**src/rtl/clock_time_setter_pkg.sv**
```systemverilog
// rtl/clock_time_setter_pkg.sv - shared limits, state encoding and field codes for time setting
package clock_time_setter_pkg;

    localparam logic [5:0] HOURS_MAX   = 6'd23;
    localparam logic [5:0] MINUTES_MAX = 6'd59;

    typedef enum logic [1:0] {
        ST_RUN      = 2'd0,
        ST_SET_HOUR = 2'd1,
        ST_SET_MIN  = 2'd2,
        ST_COMMIT   = 2'd3
    } set_state_t;

    localparam logic [1:0] FIELD_NONE    = 2'b00;
    localparam logic [1:0] FIELD_HOURS   = 2'b01;
    localparam logic [1:0] FIELD_MINUTES = 2'b10;

    // Modular +1/-1 over 0..max_value.
    function automatic logic [5:0] wrap_step(input logic [5:0] value,
                                             input logic [5:0] max_value,
                                             input logic       up);
        if (up)
            return (value >= max_value) ? 6'd0 : value + 6'd1;
        else
            return (value == 6'd0) ? max_value : value - 6'd1;
    endfunction

endpackage

```
**src/rtl/clock_time_setter_if.sv**
```systemverilog
// rtl/clock_time_setter_if.sv - bundle between the time setter and the clock core
interface clock_time_setter_if;
    import clock_time_setter_pkg::*;

    logic [4:0] cur_hours;
    logic [5:0] cur_minutes;
    logic [4:0] set_hours;
    logic [5:0] set_minutes;
    logic [5:0] set_seconds;
    logic       load;
    logic       setting;
    logic [1:0] field;

    modport master (
        input  cur_hours, cur_minutes,
        output set_hours, set_minutes, set_seconds, load, setting, field
    );

    modport slave (
        output cur_hours, cur_minutes,
        input  set_hours, set_minutes, set_seconds, load, setting, field
    );

endinterface

```
**src/rtl/clock_time_setter_button_debounce.sv**
```systemverilog
// rtl/clock_time_setter_button_debounce.sv - 2-FF synchroniser, stability debounce and press pulse
module button_debounce #(
    parameter int DEBOUNCE_CYCLES = 1000000
) (
    input  logic clkin,
    input  logic reset,
    input  logic raw,
    output logic press
);
    localparam int CW = $clog2(DEBOUNCE_CYCLES + 1);
    localparam logic [CW-1:0] LAST = CW'(DEBOUNCE_CYCLES - 1);

    logic          sync_a;
    logic          sync_b;
    logic          level;
    logic [CW-1:0] count;

    // level only moves after the synced input has differed for DEBOUNCE_CYCLES cycles in a row
    always_ff @(posedge clkin) begin
        if (reset) begin
            sync_a <= 1'b0;
            sync_b <= 1'b0;
            level  <= 1'b0;
            count  <= '0;
            press  <= 1'b0;
        end else begin
            sync_a <= raw;
            sync_b <= sync_a;
            press  <= 1'b0;
            if (sync_b == level) begin
                count <= '0;
            end else if (count == LAST) begin
                level <= sync_b;
                count <= '0;
                press <= sync_b;
            end else begin
                count <= count + 1'b1;
            end
        end
    end

endmodule

```
**src/rtl/clock_time_setter.sv**
```systemverilog
// rtl/clock_time_setter.sv - button-driven hours/minutes editor that writes back to the clock core
module clock_time_setter
    import clock_time_setter_pkg::*;
#(
    parameter int DEBOUNCE_CYCLES = 1000000,
    parameter int TIMEOUT_S       = 30
) (
    input  logic                       clkin,
    input  logic                       reset,
    input  logic                       btn_mode_raw,
    input  logic                       btn_inc_raw,
    input  logic                       btn_dec_raw,
    input  logic                       tick_1hz,
    clock_time_setter_if.master        core
);
    localparam int TW = $clog2(TIMEOUT_S + 1);
    localparam logic [TW-1:0] TIMEOUT_LAST = TW'(TIMEOUT_S - 1);

    set_state_t    state, state_next;
    logic [4:0]    hours_q, hours_next;
    logic [5:0]    minutes_q, minutes_next;
    logic [TW-1:0] idle_count, idle_next;
    logic          press_mode, press_inc, press_dec;
    logic          any_press, step_en, in_set;

    button_debounce #(.DEBOUNCE_CYCLES(DEBOUNCE_CYCLES)) u_mode (
        .clkin(clkin), .reset(reset), .raw(btn_mode_raw), .press(press_mode));
    button_debounce #(.DEBOUNCE_CYCLES(DEBOUNCE_CYCLES)) u_inc (
        .clkin(clkin), .reset(reset), .raw(btn_inc_raw), .press(press_inc));
    button_debounce #(.DEBOUNCE_CYCLES(DEBOUNCE_CYCLES)) u_dec (
        .clkin(clkin), .reset(reset), .raw(btn_dec_raw), .press(press_dec));

    assign any_press = press_mode | press_inc | press_dec;
    assign step_en   = press_inc ^ press_dec;
    assign in_set    = (state == ST_SET_HOUR) || (state == ST_SET_MIN);

    always_ff @(posedge clkin) begin
        if (reset) begin
            state      <= ST_RUN;
            hours_q    <= '0;
            minutes_q  <= '0;
            idle_count <= '0;
        end else begin
            state      <= state_next;
            hours_q    <= hours_next;
            minutes_q  <= minutes_next;
            idle_count <= idle_next;
        end
    end

    always_comb begin
        state_next   = state;
        hours_next   = hours_q;
        minutes_next = minutes_q;
        idle_next    = '0;
        case (state)
            ST_RUN: begin
                if (press_mode) begin
                    state_next   = ST_SET_HOUR;
                    hours_next   = core.cur_hours;
                    minutes_next = core.cur_minutes;
                end
            end
            ST_SET_HOUR: begin
                if (press_mode)
                    state_next = ST_SET_MIN;
                else if (step_en)
                    hours_next = 5'(wrap_step({1'b0, hours_q}, HOURS_MAX, press_inc));
            end
            ST_SET_MIN: begin
                if (press_mode)
                    state_next = ST_COMMIT;
                else if (step_en)
                    minutes_next = wrap_step(minutes_q, MINUTES_MAX, press_inc);
            end
            default: state_next = ST_RUN;
        endcase
        // Idle seconds accumulate only while editing with no button activity.
        if (in_set && !any_press) begin
            idle_next = idle_count;
            if (tick_1hz) begin
                if (idle_count == TIMEOUT_LAST) begin
                    state_next = ST_RUN;
                    idle_next  = '0;
                end else begin
                    idle_next = idle_count + 1'b1;
                end
            end
        end
    end

    always_comb begin
        core.setting = in_set;
        core.load    = (state == ST_COMMIT);
        core.field   = FIELD_NONE;
        if (state == ST_SET_HOUR)
            core.field = FIELD_HOURS;
        else if (state == ST_SET_MIN)
            core.field = FIELD_MINUTES;
    end

    assign core.set_hours   = hours_q;
    assign core.set_minutes = minutes_q;
    assign core.set_seconds = '0;

endmodule

```
**src/flat_wrapper.sv**
```systemverilog
// flat-port wrapper written by rule: the top's interface ports become plain ports
module clock_time_setter_flat import clock_time_setter_pkg::*;
#(
    parameter int DEBOUNCE_CYCLES = 1000000,
    parameter int TIMEOUT_S       = 30
)
  (clkin, reset, btn_mode_raw, btn_inc_raw, btn_dec_raw, tick_1hz, core_cur_hours, core_cur_minutes, core_set_hours, core_set_minutes, core_set_seconds, core_load, core_setting, core_field);
  clock_time_setter_if core_i ();
  input  logic clkin;
  input  logic reset;
  input  logic btn_mode_raw;
  input  logic btn_inc_raw;
  input  logic btn_dec_raw;
  input  logic tick_1hz;
  input wire logic [$bits(core_i.cur_hours)-1:0] core_cur_hours;
  input wire logic [$bits(core_i.cur_minutes)-1:0] core_cur_minutes;
  output wire logic [$bits(core_i.set_hours)-1:0] core_set_hours;
  output wire logic [$bits(core_i.set_minutes)-1:0] core_set_minutes;
  output wire logic [$bits(core_i.set_seconds)-1:0] core_set_seconds;
  output wire logic [$bits(core_i.load)-1:0] core_load;
  output wire logic [$bits(core_i.setting)-1:0] core_setting;
  output wire logic [$bits(core_i.field)-1:0] core_field;
  assign core_i.cur_hours = core_cur_hours;
  assign core_i.cur_minutes = core_cur_minutes;
  assign core_set_hours = core_i.set_hours;
  assign core_set_minutes = core_i.set_minutes;
  assign core_set_seconds = core_i.set_seconds;
  assign core_load = core_i.load;
  assign core_setting = core_i.setting;
  assign core_field = core_i.field;
  clock_time_setter #(.DEBOUNCE_CYCLES(DEBOUNCE_CYCLES), .TIMEOUT_S(TIMEOUT_S)) u_core (.clkin(clkin), .reset(reset), .btn_mode_raw(btn_mode_raw), .btn_inc_raw(btn_inc_raw), .btn_dec_raw(btn_dec_raw), .tick_1hz(tick_1hz), .core(core_i));
endmodule
```
**config.mk**
```make
export PLATFORM = sky130hd
export DESIGN_NAME = clock_time_setter_flat
export DESIGN_NICKNAME = d
export VERILOG_FILES = /design/src/rtl/clock_time_setter_pkg.sv /design/src/rtl/clock_time_setter_if.sv /design/src/rtl/clock_time_setter_button_debounce.sv /design/src/rtl/clock_time_setter.sv /design/src/flat_wrapper.sv
export SDC_FILE = /design/constraint.sdc
export NUM_CORES = 1
export LEC_CHECK = 0
export CAP_MARGIN = 20
export CORE_ASPECT_RATIO = 1.4
export CORE_MARGIN = 5
export CORE_UTILIZATION = 30
export CTS_CLUSTER_SIZE = 40
export DETAILED_ROUTE_END_ITERATION = 10
export PLACE_DENSITY = 0.55
export SLEW_MARGIN = 25
export SYNTH_ARGS = -nofsm -noshare
export SYNTH_HDL_FRONTEND = slang
export SYNTH_SLANG_ARGS = --single-unit
```
**constraint.sdc**
```tcl
create_clock -name clkin -period 2.1 [get_ports clkin]
set_clock_uncertainty 0.1 [all_clocks]
set_input_delay 0.525 -clock clkin [delete_from_list [all_inputs] [get_ports clkin]]
set_output_delay 0.525 -clock clkin [all_outputs]
set_load 0.02 [all_outputs]
```
* Yosys cells after proc, flatten, opt, wreduce, memory -nomap -nowiden
Cells that the tools add are included.
** Word-level totals
- Register bits after elaboration :: 90
- Bits in latches :: 0
- Memory bits (writable) :: 0
- Memory bits (read-only) :: 0
- Input bits :: 17
- Output and inout port bits :: 21
- Memories :: 0
** Cells by class
- Add/subtract/negate cells :: 8
- $mul :: 0
- Divide/modulo/power cells :: 0
- $lt $le $gt $ge :: 2
- Equality and inequality tests :: 15
- Shift-type cells :: 0
- Mux-type cells :: 24
- Bitwise logic cells :: 10
- Reduce and logical (&&, ||, !) cells :: 20
** Operators by type and width (count)
- 20-bit by 1-bit adder with 20-bit output (second input constant) :: 3
- 20-bit equality test (second input constant) :: 3
- 6-bit two-way mux :: 6
- 5-bit two-way mux :: 7
- 3-bit OR reduction :: 6
- 2-bit two-way mux :: 8
- 6-bit one-hot mux with 2 select lines :: 1
- 5-bit by 1-bit adder with 5-bit output (second input constant) :: 2
- 5-bit one-hot mux with 2 select lines :: 1
- 4-bit AND reduction :: 2
- 1-bit inverter :: 7
- 6-bit by 1-bit adder with 6-bit output (second input constant) :: 1
- 6-bit >= comparator (second input constant) :: 1
- 6-bit logical NOT :: 1
- 2-bit inequality test (second input constant) :: 3
- 2-bit one-hot mux with 3 select lines :: 1
- 2-bit AND reduction :: 3
- 6-bit by 1-bit subtractor with 6-bit output (second input constant) :: 1
- 5-bit equality test (second input constant) :: 1
- 5-bit >= comparator (second input constant) :: 1
- 5-bit logical NOT :: 1
- 5-bit by 1-bit subtractor with 5-bit output (second input constant) :: 1
- 2-bit equality test (second input constant) :: 2
- 2-bit by 1-bit inequality test with 1-bit output (second input constant) :: 2
- 10 further kinds :: 14

* Logic depth before layout (Yosys ltp)
Gate-level depths: netlist of the first run.
- Depth after elaboration :: 6
- Mapped depth :: 7
- Gate-level depth less buffers :: 7

* Cells and area by module
Synthesis of the first run repeated with hierarchy kept, for this count alone.
** Unflattened totals
- Cell total of the unflattened synthesis :: 574
- Area total of the unflattened synthesis :: 4795.8 sq um
** Modules (own cells, without submodules)
- button_debounce :: times used 3, cells an instance 124, area each 1078.5 sq um
- clock_time_setter :: times used 1, cells an instance 202, area each 1560.2 sq um

* Worst setup path after synthesis of the first run
OpenSTA, ideal clock, no wires.
- Path kind :: flip-flop to flip-flop
- Start point :: register u_core.minutes_q[0], in the netlist u_core.core.set_minutes[0]
- End point :: register u_core.minutes_q[3], in the netlist u_core.core.set_minutes[3]
- Arrival :: 1.688 ns
- Slack :: 0.181 ns
- Cell stages (with the launch flop) :: 8
- Period minus slack after synthesis :: 1.919 ns
- Cell sequence :: dfxtp_1 inv_1 ha_1 nor2b_1 a2111oi_0 a2111oi_0 a211oi_1 nor3_1
** Between the ends
- Longest elaborated chain between the ends :: 6
- Elaborated cells between the ends (all ways) :: 10
- Those cells by class :: add/sub (2); order compare (1); mux (6); reduce/logical (1)
** Ends and longest elaborated chain
- start, declared :: RTL line clock_time_setter.sv:21 : logic [5:0] minutes_q, minutes_next;
- start signal, assigned :: RTL line clock_time_setter.sv:46 : minutes_q <= minutes_next;
- 6-bit by 1-bit subtractor with 6-bit output (tied with other cells) :: RTL line clock_time_setter_pkg.sv:25 : return (value == 6'd0) ? max_value : value - 6'd1;
- 6-bit two-way mux (on tied branches) :: RTL line clock_time_setter_pkg.sv:25, clock_time_setter_pkg.sv:23
- 6-bit two-way mux * :: RTL line clock_time_setter_pkg.sv:22 : if (up)
- 6-bit two-way mux * :: RTL line clock_time_setter.sv:73 : else if (step_en)
- 6-bit two-way mux * :: RTL line clock_time_setter.sv:71 : if (press_mode)
- 6-bit one-hot mux with 2 select lines * :: RTL line clock_time_setter.sv:56 : case (state)
Every way passes the cells marked *; elsewhere a longest branch is shown, timed or not. The select of a mux whose other input is x is not followed.
A chain may end at the register's enable or synchronous reset.

* Final worst setup path of the first run
- Start point :: register u_core.hours_q[2], in the netlist u_core.core.set_hours[2]
- End point :: output port core_set_hours[2]
** RTL lines
- start, declared :: RTL line clock_time_setter.sv:20 : logic [4:0] hours_q, hours_next;
- start signal, assigned :: RTL line clock_time_setter.sv:45 : hours_q <= hours_next;
- end, declared :: RTL line flat_wrapper.sv:17 : output wire logic [$bits(core_i.set_hours)-1:0] core_set_hours;
No word-level cell between the ends.

==> results of run 1 <==
==> power groups by stage <==
stage	Clock (mW)	Combinational [mW]	Sequential, mW
3_3_place_gp	0	0.130	1.76
5_1_grt	1.92	0.142	1.72
2_1_floorplan	0	0.0774	1.76
6_report	1.78	0.129	1.72
4_1_cts	1.84	0.129	1.72
3_5_place_dp	0	0.131	1.76
==> sequential cells by signal (all words and copies together) (netlist names), 2 cells and up <==
| register | cells |
|---|---|
| u_core.u_inc.count | 20 |
| u_core.core.set_minutes | 6 |
| u_core.u_mode.count | 20 |
| u_core.state | 2 |
| u_core.u_dec.count | 20 |
| u_core.core.set_hours | 5 |
| u_core.idle_count | 5 |
==> through the flow <==
step,utilization (%),hold WS [ns],power [mW],setup WS (ns),area (sq um)
after detailed placement,34.2,0.330,1.89,0.109,5100
after global routing,36.5,0.362,3.78,0.0170,5440
after global placement,34.2,0.324,1.89,0.129,5100
after floorplan,-,0.314,1.84,0.181,4530
final,36.5,0.339,3.63,0.0638,5440
after CTS,36.4,0.346,3.69,0.0161,5430
==> path summary, 6_finish.rpt <==
path                        endpoint  slack (ns)  cells after the start
max reg2reg  u_core.u_mode.count[10]        0.20                      6
min reg2reg      u_core.u_dec.sync_b        0.34                      1
max                core_set_hours[2]        0.06                      1
min              u_core.u_dec.sync_b        0.34                      1
==> metal layers <==
layer / share of wire, % / global-route usage (%) / vias to the layer above
met1: 45 / 12.4 / 1730
met4: 1.8 / 4.18 / 0
met3: 2.2 / 2.33 / 14
met5: 0 / 0 / -
li1: - / - / 1899
met2: 51 / 19.8 / 31
==> timing repair <==
item | in CTS | in global routing
endpoints found under the hold margin | 0 | 0
resized for setup | 12 | 6
endpoints found under the setup margin | 10 | 5
==> area by class of cell <==
| type | instances | share of cell area, % |
|---|---|---|
| Multi-Input combinational cell | 395 | 46.3 |
| Sequential cell | 90 | 33.2 |
| Timing Repair Buffer | 54 | 8.83 |
| Tap cell | 192 | 4.41 |
| Clock buffer | 10 | 4.39 |
| Clock inverter | 6 | 1.72 |
| Inverter | 17 | 1.17 |
==> logic make-up (layout without fill, tap and decap cells) <==
logic type | count (synthesis) | after routing
simple gates | 241 | 241
flops | 90 | 90
compound gates | 67 | 67
xor+xnor | 63 | 63
buf+inv | 43 | 87
fa+ha+maj | 15 | 15
mux | 3 | 3
other cells | 1 | 6
==> cell usage after synthesis, types with 8 or more instances <==
library cell	instances
nor2_1	98
dfxtp_1	90
xor2_1	41
nand3_1	32
nand2_1	31
xnor2_1	22
inv_1	16
ha_1	15
a21oi_1	11
nor3_1	11
nand4_1	10
o21ai_0	10
a31oi_1	9
buf_2	9
clkbuf_1	9
nor2b_1	9
o211ai_1	8
==> run summary, run 1 <==
Status: finished clean
Io pins: 38
Syn-to-layout area delta: 20.7%
Number of synthesized register bits: 90
Htree depth: 3
Non-Filler Instances: 764
Routed WL: 9310 microns
Critical R2R Launch: u_core.u_mode.count[7]
Synthesized instance count: 523
Max Cap Viol: 0
Sink Count: 90
Psw: 0.766 mW
Post-CTS Hold Buffers: 0
Clk root buf: clkbuf_16
VDD IR max: 0.481 mV
Worst-Margin Slew: 0.498 ns
CTS Buffer Depth: 2
Fraction of the mapped netlist area in adder cells: 4.16%
Ys flop type: dfxtp_1
Detail Placement HPWL: 6890 microns
WP buf/inv: 1
Pin count of the biggest net entering global routing: 21
Combinational family with the most area after synthesis: simple AND/OR/NAND/NOR gates
Post-synthesis sequential area ratio: 40.0%
Critical path's slowest cell: clkdlybuf4s50_1
Core Box Area: 14,900 sq um
CTS Buf Count: 9
FMAX: 0.491 GHz
Drt first-iter violations: 94
Synth async-reset ratio: 0%
Hold Path Origin: u_core.u_dec.sync_a
Multiplexer share of the synthesized area: 0.666%
TNS Setup: 0 ns
Synthesis Warnings: 0
Post-synthesis xor/xnor area fraction: 12.2%
First-pass GRT wire length: 16,200 microns
EDFF count, synth: 0
Crit Path Max Fanout: 10
Part of the power in registers: 47.4%
Synth top area cells: dfxtp_1 (40%), nor2_1 (8.2%), xor2_1 (8.0%), xnor2_1 (4.3%), ha_1 (4.2%)
Commonest non-fill, non-tap cell in the layout: nor2_1
Cell Int Power: 2.87 mW
Vias in the first global route: 3,644
GPL Wtd Cong: 0.784
Die height: 155 microns
Sequential cell area: 1810 sq um
Die footprint: 17,600 sq um
Post-CTS setup buffer count: 0
CP Cell Sequence: clkdlybuf4s50_1
Final hold violation count: 0
Placed cell count: 748
Worst endpoint required time: 1.47 ns
Post-synthesis area per instance: 8.62 sq um
Final Setup Violations: 0
Pwr Density: 668 nW/um^2
Net Sw Frac: 21.1%
Layout filler cell count: 1,541
Vias per inst: 4.81
Drt drc: 0
Share of cells above drive strength 1: 10.3%
Combinational share of power: 3.6%
Clock share of power: 49.0%
Site Rows: 53
WP data arrival: 1.41 ns
Leak: 1.94 nW
Initial antenna violation count: 0
Die Wd: 114 microns
Routed via count: 3,674
Antenna viol nets, final: 0
Tcrit/Tclk final: 97.0%
Multi-input logic area: 2520 sq um
IO buf count: 31
Post-synthesis compound-gate area fraction: 10.3%
Relative slew slack: 66.6%
Crit-path max cell delay: 0.64 ns
CP top delay family: buffers and inverters
Worst skew pair latency: 0.34 ns
Synth unique cells: 61
Total grt overflow: 0
Final Slew Violations: 0
Commonest cells after routing, fill and taps aside: nor2_1 (98), dfxtp_1 (86), xor2_1 (41)
Crit. End Element: output port
RSZ-0062 raised after global routing: false
Starting Density: 30.2%
Final worst path period need: 2.04 ns
Nets: 599
Cell taking the most area after synthesis: dfxtp_1
Simple-Gate Fraction of Synth Area: 27.9%
Crit path kind: reg -> out
Mapped Area: 4510 sq um
CTS tree: yes
Worst-path clk slew: 0.06 ns
DR WL/cell: 12.2 microns
Total GRT Usage: 10.9%
Worst Hold Class: reg -> reg
Top-area cell type share of the netlist area: 40.0%
First-pass detailed-route iteration total: 4
Diodes inserted: 0
CP Launch Type: flip-flop
Crit path from: u_core.core.set_hours[2]
(Power assumes the default switching activity.)
==> run 2, diff against run 1 <==
- CORE_MARGIN: 5 -> 2
==> run 2 against run 1 <==
Effect of this change: via count is 0.11% lower; utilization is 0.40 points lower; power is 7.5% lower; clock-buffer cell count is 1 higher; sequential power hardly changed; critical path depth stayed put.
==> run summary, run 2 (synthesis results as in run 1) <==
Status: finished clean
FMAX: 0.491 GHz (about the same)
Relative slew slack: 67.0% (+0.39 points)
Cell Int Power: 2.62 mW (-8.8%)
Combinational share of power: 3.7% (about the same)
Worst-Margin Slew: 0.492 ns (-0.00585 ns)
Final hold violation count: 0 (unchanged)
Final Slew Violations: 0 (unchanged)
WHS: 0.348 ns (+0.00916 ns)
Syn-to-layout area delta: 18.8%
Die Wd: 108 microns (-5.3%)
Total grt overflow: 0 (unchanged)
Crit Path Max Fanout: 11 (+1)
Starting Density: 30.3% (+0.13 points)
Multi-input logic area: 2520 sq um (+0.15%)
RSZ-0062 raised after global routing: false
Leak: 1.92 nW (-1.1%)
CP Launch Type: flip-flop
Crit. End Element: output port
Initial antenna violation count: 0 (unchanged)
Die footprint: 16,000 sq um (-8.9%)
CTS Buf Count: 9 (unchanged)
First-pass detailed-route iteration total: 5 (+1)
Io pins: 38 (unchanged)
Crit path kind: reg -> out
Diodes inserted: 0 (unchanged)
Routed WL: 9360 microns (+0.53%)
CTS tree: yes
Layout filler cell count: 1,582 (+2.7%)
Crit-path max cell delay: 0.64 ns (about the same)
Core Box Area: 14,900 sq um (-0.45%)
Pwr Density: 627 nW/um^2 (-6.0%)
Registers with the most flip-flops: u_core.u_dec.count x20, u_core.u_inc.count x20, u_core.u_mode.count x20
Worst-path clk slew: 0.06 ns (about the same)
Part of the power in registers: 51.3% (+3.9 points)
Antenna viol nets, final: 0 (unchanged)
CTS Buffer Depth: 2 (unchanged)
Final Setup Violations: 0 (unchanged)
Commonest cells after routing, fill and taps aside: nor2_1 (98), dfxtp_1 (84), xor2_1 (41)
Worst endpoint required time: 1.47 ns (about the same)
Share of cells above drive strength 1: 10.1% (-0.26 points)
Tcrit/Tclk final: 97.0% (about the same)
Vias per inst: 4.84 (+0.55%)
Htree depth: 3 (unchanged)
Clk root buf: clkbuf_16
Commonest non-fill, non-tap cell in the layout: nor2_1
CP top delay family: buffers and inverters
First-pass GRT wire length: 16,000 microns (-1.5%)
Post-CTS setup buffer count: 0 (unchanged)
Drt drc: 0 (unchanged)
WP buf/inv: 1 (unchanged)
WP data arrival: 1.41 ns (about the same)
GPL Wtd Cong: 0.809 (+3.2%)
Critical path's slowest cell: clkdlybuf4s50_1
Worst Hold Class: reg -> reg
Drt first-iter violations: 167 (+78%)
Pin count of the biggest net entering global routing: 22 (+4.8%)
Sink Count: 90 (unchanged)
Vias in the first global route: 3,507 (-3.8%)
Psw: 0.746 mW (-2.6%)
Final worst path period need: 2.04 ns (+0.0000600 ns)
Clock share of power: 45.1% (-3.9 points)
Worst skew pair latency: 0.33 ns (about the same)
Final core occ: 36.1% (-0.40 points)
VDD IR max: 0.400 mV (-17%)
Sequential cell area: 1810 sq um (+0.14%)
Die height: 149 microns (-3.9%)
Net Sw Frac: 22.2% (+1.1 points)
Detail Placement HPWL: 6850 microns (-0.70%)
Site Rows: 53 (unchanged)
Routed via count: 3,670 (-0.11%)
CP Cell Sequence: clkdlybuf4s50_1
Total GRT Usage: 12.2% (+1.3 points)
Nets: 594 (-0.83%)
TNS Setup: 0 ns (unchanged)
DR WL/cell: 12.3 microns (+1.2%)
Max Cap Viol: 0 (unchanged)
IO buf count: 31 (unchanged)
run 2: cell types whose count changed in the layout (fill, tap and decap cells not counted), sizes merged:
cell           before  now
buf                23   18
bufinv              2    0
clkbuf             10   12
clkdlybuf4s15       2    0
clkdlybuf4s50      21   20
clkinvlp            0    2
dlymetal6s2s        2    4
inv                20   19
run 2: layer usage:
metal  global-route usage, %  vias up  part of all wire, %
met5                       0        -                    0
met4                    4.42        0                  1.3
met3                    2.27        9                  2.6
met2                    21.9       43                   52
met1                    14.3     1732                   44
li1                        -     1886                    -
run 2: layout make-up:
cell class / count / area share (%)
multi-input cells: 395 / 47.1
clock inverters: 5 / 0.701
clock buffers: 11 / 4.53
inverters: 17 / 1.19
flip-flops and latches: 90 / 33.8
well taps: 192 / 4.48
repair buffers: 49 / 8.27
run 2: worst paths after layout:
check                            from              endpoint  slack [ns]  cells after the start
max          u_core.core.set_hours[4]     core_set_hours[4]        0.06                      1
min               u_core.u_dec.sync_a   u_core.u_dec.sync_b        0.35                      1
max reg2reg           u_core.state[0]  u_core.idle_count[1]        0.18                      6
min reg2reg       u_core.u_dec.sync_a   u_core.u_dec.sync_b        0.35                      1
run 2: power groups by stage:
stage | Sequential [mW] | Clock (mW) | Combinational (mW)
4_1_cts | 1.72 | 1.56 | 0.126
5_1_grt | 1.72 | 1.63 | 0.136
3_3_place_gp | 1.76 | 0 | 0.126
3_5_place_dp | 1.76 | 0 | 0.127
2_1_floorplan | 1.76 | 0 | 0.0774
6_report | 1.72 | 1.51 | 0.123
run 2: worst reg2reg max path: stages, from the launching register on:
cell      delay [ns]
dfxtp_1         0.38
inv_1           0.09
ha_1            0.32
or4b_1          0.47
nor2_1          0.10
o21ai_1         0.14
a211oi_1        0.23
run 2: timing repair:
| item | in CTS | in global routing |
|---|---|---|
| pin swaps | 0 | 0 |
| cloned | 0 | 0 |
| setup endpoints to repair | 10 | 8 |
| gates resized for setup | 11 | 10 |
| hold buffers | 0 | 0 |
run 2: through the flow:
| step | setup slack, ns | instances | power (mW) | cell area, sq um |
|---|---|---|---|---|
| 6_report | 0.0637 | 759 | 3.36 | 5360 |
| 4_1_cts | 0.0132 | 759 | 3.41 | 5340 |
| 2_1_floorplan | 0.181 | 528 | 1.84 | 4530 |
| 3_5_place_dp | 0.0808 | 743 | 1.89 | 5070 |
| 3_3_place_gp | 0.127 | 743 | 1.89 | 5070 |
| 5_1_grt | 0.00911 | 759 | 3.49 | 5360 |
==> patch 1: new RTL, config.mk and constraints of run 2 <==
One comparison of `idle_count` changes from == to >=.
--- a/src/rtl/clock_time_setter.sv
+++ b/src/rtl/clock_time_setter.sv
@@ -81,3 +81,3 @@
             if (tick_1hz) begin
-                if (idle_count == TIMEOUT_LAST) begin
+                if (idle_count >= TIMEOUT_LAST) begin
                     state_next = ST_RUN;
Formal check against the unedited RTL: same outputs for any inputs over 10 cycles, from zero or initial values and one cycle with reset high; that may be too few to reach the edited logic, so the function may still have changed.
==> patch 1 against run 2 <==
Non-clock buffer count rose by 3. Register-to-register slack got worse by 0.04 ns. Sequential power barely moved. Global-route usage rose by 0.81 points. Power rose by 8.4%. Setup slack got worse by 0.012 ns. Critical path depth rose by 1. Sequential cell count did not move. Routed wire length rose by 3.8%. Synthesized area rose by 1.1%. Cell area rose by 2.2%. Final cell count rose by 0.66%.
==> patch 1: results (changes against run 2) <==
Yosys:
- Cell types with the largest area share after synthesis: sky130_fd_sc_hd__dfxtp_1 40%, sky130_fd_sc_hd__nor2_1 7.4%, sky130_fd_sc_hd__xor2_1 6.3%, sky130_fd_sc_hd__xnor2_1 6.2%, sky130_fd_sc_hd__ha_1 4.1% (was sky130_fd_sc_hd__dfxtp_1 40%, sky130_fd_sc_hd__nor2_1 8.2%, sky130_fd_sc_hd__xor2_1 8.0%, sky130_fd_sc_hd__xnor2_1 4.3%, sky130_fd_sc_hd__ha_1 4.2%).
- The post-synthesis sequential area ratio is 0.395 (was 0.400).
- The average cell area after synthesis came to 8.65 um2 (was 8.62 um2).
- The distinct cell type count of the synthesized netlist is 67 (was 61).

Worst setup path:
- The timing endpoint of the critical path is core_set_hours[0] (was core_set_hours[4]).
- The reg-to-reg critical path startpoint is u_core.state[1]$_SDFF_PP0_ (was u_core.state[0]$_SDFF_PP0_).
- The launching instance or port of the critical path was u_core.core.set_hours[0]$_SDFFE_PP0P_ (was u_core.core.set_hours[4]$_SDFFE_PP0P_).
- The top fanout value on the critical path is 6 (was 11).

Detailed routing:
- The total detailed-routing wirelength is 9710 um (was 9360 um).
- The met3 layer wire length in the routed design was 311 um (was 246 um).
- The via total after detailed routing is 3745 (was 3670).

Layout:
- The count of fill cells added during filler insertion is 1514 (was 1582).
- The proportion of layout cells with a drive suffix above 1 is 0.112 (was 0.101).
- The post-layout net count is 599 (was 594).
- The final cell count without fillers was 764 (was 759).

Outcome:
- Result of the run: finished, final reports clean (unchanged).

Placement:
- The cell count after placement was 748 (was 743).
- The HPWL reported at the end of detailed placement is 6880 um (was 6850 um).
- The post-place instance area is 5130 um2 (was 5070 um2).

GRT:
- The largest net degree at the start of global routing is 32 (was 22).
- The global-route track usage on met3 is 0.0257 (was 0.0227).
- The global-route wire length before repair is 17300 um (was 16000 um).
- The all-layer global routing usage is 0.130 (was 0.122).

Pwr:
- The peak supply drop is 0.408 mV (was 0.400 mV).

Hold path:
- The hold path startpoint is u_core.u_mode.sync_a$_SDFF_PP0_ (was u_core.u_dec.sync_a$_SDFF_PP0_).
- The worst hold path endpoint is u_core.u_mode.sync_b$_SDFF_PP0_ (was u_core.u_dec.sync_b$_SDFF_PP0_).

STA:
- The transition time at the pin with the least slew margin is 0.529 ns (was 0.492 ns).
patch 1: layout make-up:
type                       instances  area [um2]  area share
inverter                          15        56.3      0.0103
tap                              192         240      0.0439
sequential                        90        1800       0.330
multi-input combinational        399        2570       0.469
clock inverter                     4        73.8      0.0135
timing repair buffer              52         477      0.0871
clock buffer                      12         256      0.0468
patch 1: critical path, stage by stage, from the launching register on:
cell                              delay (ns)
sky130_fd_sc_hd__dfxtp_1                0.33
sky130_fd_sc_hd__buf_4                  0.15
sky130_fd_sc_hd__clkdlybuf4s50_1        0.60
patch 1: kinds of logic after synthesis:
logic type	synth area share
adders and majority gates	0.0412
AOI/OAI and AO/OA	0.0942
other	0.000823
and+or+nand+nor	0.289
muxes	0.00659
xor gates and xnor gates	0.125
buffers and inverters	0.0478
DFF	0.395
patch 1: where the power goes:
group          switching (mW)  internal (mW)  total, mW
Clock                   0.680           1.11       1.79
Combinational          0.0708         0.0619      0.133
Sequential            0.00686           1.72       1.72
==> patch 2: new RTL, config.mk and constraints of run 2 <==
Made on the original files. `TIMEOUT_S` is set to 30 in 2 places; all go to 60.
--- a/src/rtl/clock_time_setter.sv
+++ b/src/rtl/clock_time_setter.sv
@@ -5,3 +5,3 @@
     parameter int DEBOUNCE_CYCLES = 1000000,
-    parameter int TIMEOUT_S       = 30
+    parameter int TIMEOUT_S       = 60
 ) (
--- a/src/flat_wrapper.sv
+++ b/src/flat_wrapper.sv
@@ -4,3 +4,3 @@
     parameter int DEBOUNCE_CYCLES = 1000000,
-    parameter int TIMEOUT_S       = 30
+    parameter int TIMEOUT_S       = 60
 )
Check against the original RTL: same outputs for any inputs over 10 cycles, from zero or initial values and one cycle with reset high; that may be too few to reach the edited logic, so the function may still have changed.
==> patch 2 against run 2 <==
Sequential cell count rose by 1. Synthesized area rose by 0.47%. Cell area rose by 1.2%. First-iteration DRC count fell by 7.8%. Power rose by 3.4%. Largest cell class unchanged. Setup slack got worse by 0.0050 ns. Synthesized cell count rose by 1.7%. Routed wire length rose by 2.4%. Die area rose by 0.46%. Non-clock buffer count rose by 2. Critical path depth did not move. Via count rose by 1.4%.
==> patch 2: results (changes against run 2) <==
STA:
- The transition time at the pin with the least slew margin was 0.544 ns (was 0.492 ns).

Placement:
- The worst setup slack before clock tree synthesis is 0.111 ns (was 0.0808 ns).
- The HPWL reported at the end of detailed placement was 6960 um (was 6850 um).
- The post-place instance area is 5120 um2 (was 5070 um2).

Pwr:
- The peak supply drop is 0.478 mV (was 0.400 mV).
- The leakage power summed over all cells is 1.93 nW (was 1.92 nW).
- The total internal power came to 2.77 mW (was 2.62 mW).

Worst setup path:
- The endpoint of the worst-slack reg-to-reg timing path is u_core.core.set_minutes[2]$_SDFFE_PP0P_ (was u_core.idle_count[1]$_SDFFE_PP0P_).
- The stage delay of the slowest cell on the critical path is 0.66 ns (was 0.64 ns).
- The top fanout value on the critical path is 7 (was 11).
- The reg-to-reg critical path startpoint is u_core.state[1]$_SDFF_PP0_ (was u_core.state[0]$_SDFF_PP0_).
- The number of cells on the worst reg-to-reg path was 7 (was 6).

Yosys:
- Most used standard cells in the synthesized netlist: 91 x sky130_fd_sc_hd__dfxtp_1, 88 x sky130_fd_sc_hd__nor2_1, 42 x sky130_fd_sc_hd__xor2_1, 38 x sky130_fd_sc_hd__nand3_1, 33 x sky130_fd_sc_hd__nand2_1 (was 98 x sky130_fd_sc_hd__nor2_1, 90 x sky130_fd_sc_hd__dfxtp_1, 41 x sky130_fd_sc_hd__xor2_1, 32 x sky130_fd_sc_hd__nand3_1, 31 x sky130_fd_sc_hd__nand2_1).
- The distinct cell type count of the synthesized netlist is 51 (was 61).
- The post-synthesis sequential area ratio is 0.402 (was 0.400).

GRT:
- The largest net degree at the start of global routing is 23 (was 22).
- The number of global-route vias before repair is 3533 (was 3507).
- The all-layer global routing usage came to 0.125 (was 0.122).
- The global-route wire length before repair is 16400 um (was 16000 um).

Layout:
- The post-layout net count is 600 (was 594).
- The proportion of layout cells with a drive suffix above 1 came to 0.0838 (was 0.101).
- The synthesis-to-layout area growth is 19.8% (was 18.8%).

Outcome:
- Result of the run: finished, final reports clean (unchanged).

Detailed routing:
- The iteration-0 DRC count of the detailed router is 154 (was 167).
- The via count normalized by instance count was 4.87 (was 4.84).
- The number of detailed-route iterations in the first pass is 4 (was 5).

Hold path:
- The path category of the worst min-delay check was flip-flop to flip-flop (unchanged).
- The hold path startpoint is u_core.u_inc.sync_a$_SDFF_PP0_ (was u_core.u_dec.sync_a$_SDFF_PP0_).
- The worst hold path endpoint was u_core.u_inc.sync_b$_SDFF_PP0_ (was u_core.u_dec.sync_b$_SDFF_PP0_).
## patch 2: worst max-delay path by stage
stage,from,endpoint,slack [ns],cells past startpoint
floorplan,u_core.state[0]$_SDFF_PP0_,u_core.idle_count[0]$_SDFFE_PP0P_,0.13,6
global placement,u_core.state[0]$_SDFF_PP0_,core_setting,0.13,3
detailed placement,u_core.state[1]$_SDFF_PP0_,core_setting,0.11,3
CTS,u_core.core.set_hours[1]$_SDFFE_PP0P_,core_set_hours[1],0.01,1
global route,u_core.core.set_hours[0]$_SDFFE_PP0P_,core_set_hours[0],0.007,1
finish,u_core.core.set_hours[0]$_SDFFE_PP0P_,core_set_hours[0],0.06,1
## patch 2: kinds of logic (layout without fill, tap and decap cells)
| kind of cell | after synthesis | count (layout) | share of synthesized area |
|---|---|---|---|
| AND/OR/NAND/NOR | 247 | 247 | 0.282 |
| buffers and inverters | 47 | 83 | 0.0486 |
| flip-flops | 91 | 91 | 0.402 |
| AO/OA/AOI/OAI | 63 | 63 | 0.0931 |
| adder cells (fa/ha/maj) | 14 | 14 | 0.0387 |
| XOR/XNOR | 65 | 65 | 0.126 |
| other | 1 | 6 | 0.000828 |
| multiplexers | 4 | 4 | 0.00884 |
## patch 2: repair_timing
| item | 4_1_cts | 5_1_grt |
|---|---|---|
| resized for setup | 5 | 9 |
| setup endpoints to repair | 5 | 15 |
| hold buffers | 0 | 0 |
| pin swaps | 0 | 0 |
| setup buffers | 0 | 0 |
| gates cloned | 0 | 0 |
## patch 2: final cells by class
cell class	count	area (um2)
clock buffers	13	260
clock inverters	2	35.0
fillers	1535	9500
inverters	17	63.8
multi-input cells	399	2520
flip-flops and latches	91	1820
well taps	192	240
repair buffers	51	480
## patch 2: per-layer routing
metal  GRT usage  vias to the layer above  part of all wire
met3      0.0175                       14             0.022
met2       0.219                       52              0.50
met5           0                        -                 0
met1       0.151                     1747              0.46
met4      0.0538                        0             0.022
li1            -                     1909                 -
## patch 2: power by group through the flow
stage	registers, mW	clock network [mW]	logic [mW]
after floorplan	1.78	0	0.0752
after global placement	1.78	0	0.129
after detailed placement	1.78	0	0.130
after CTS	1.74	1.67	0.128
after global routing	1.74	1.73	0.138
final	1.74	1.61	0.127
## patch 2: stage by stage
step,hold slack (ns),total power [mW],std cells
after global routing,0.352,3.61,765
after CTS,0.338,3.54,765
after floorplan,0.314,1.85,537
after detailed placement,0.326,1.91,750
final,0.338,3.48,765
after global placement,0.320,1.91,750
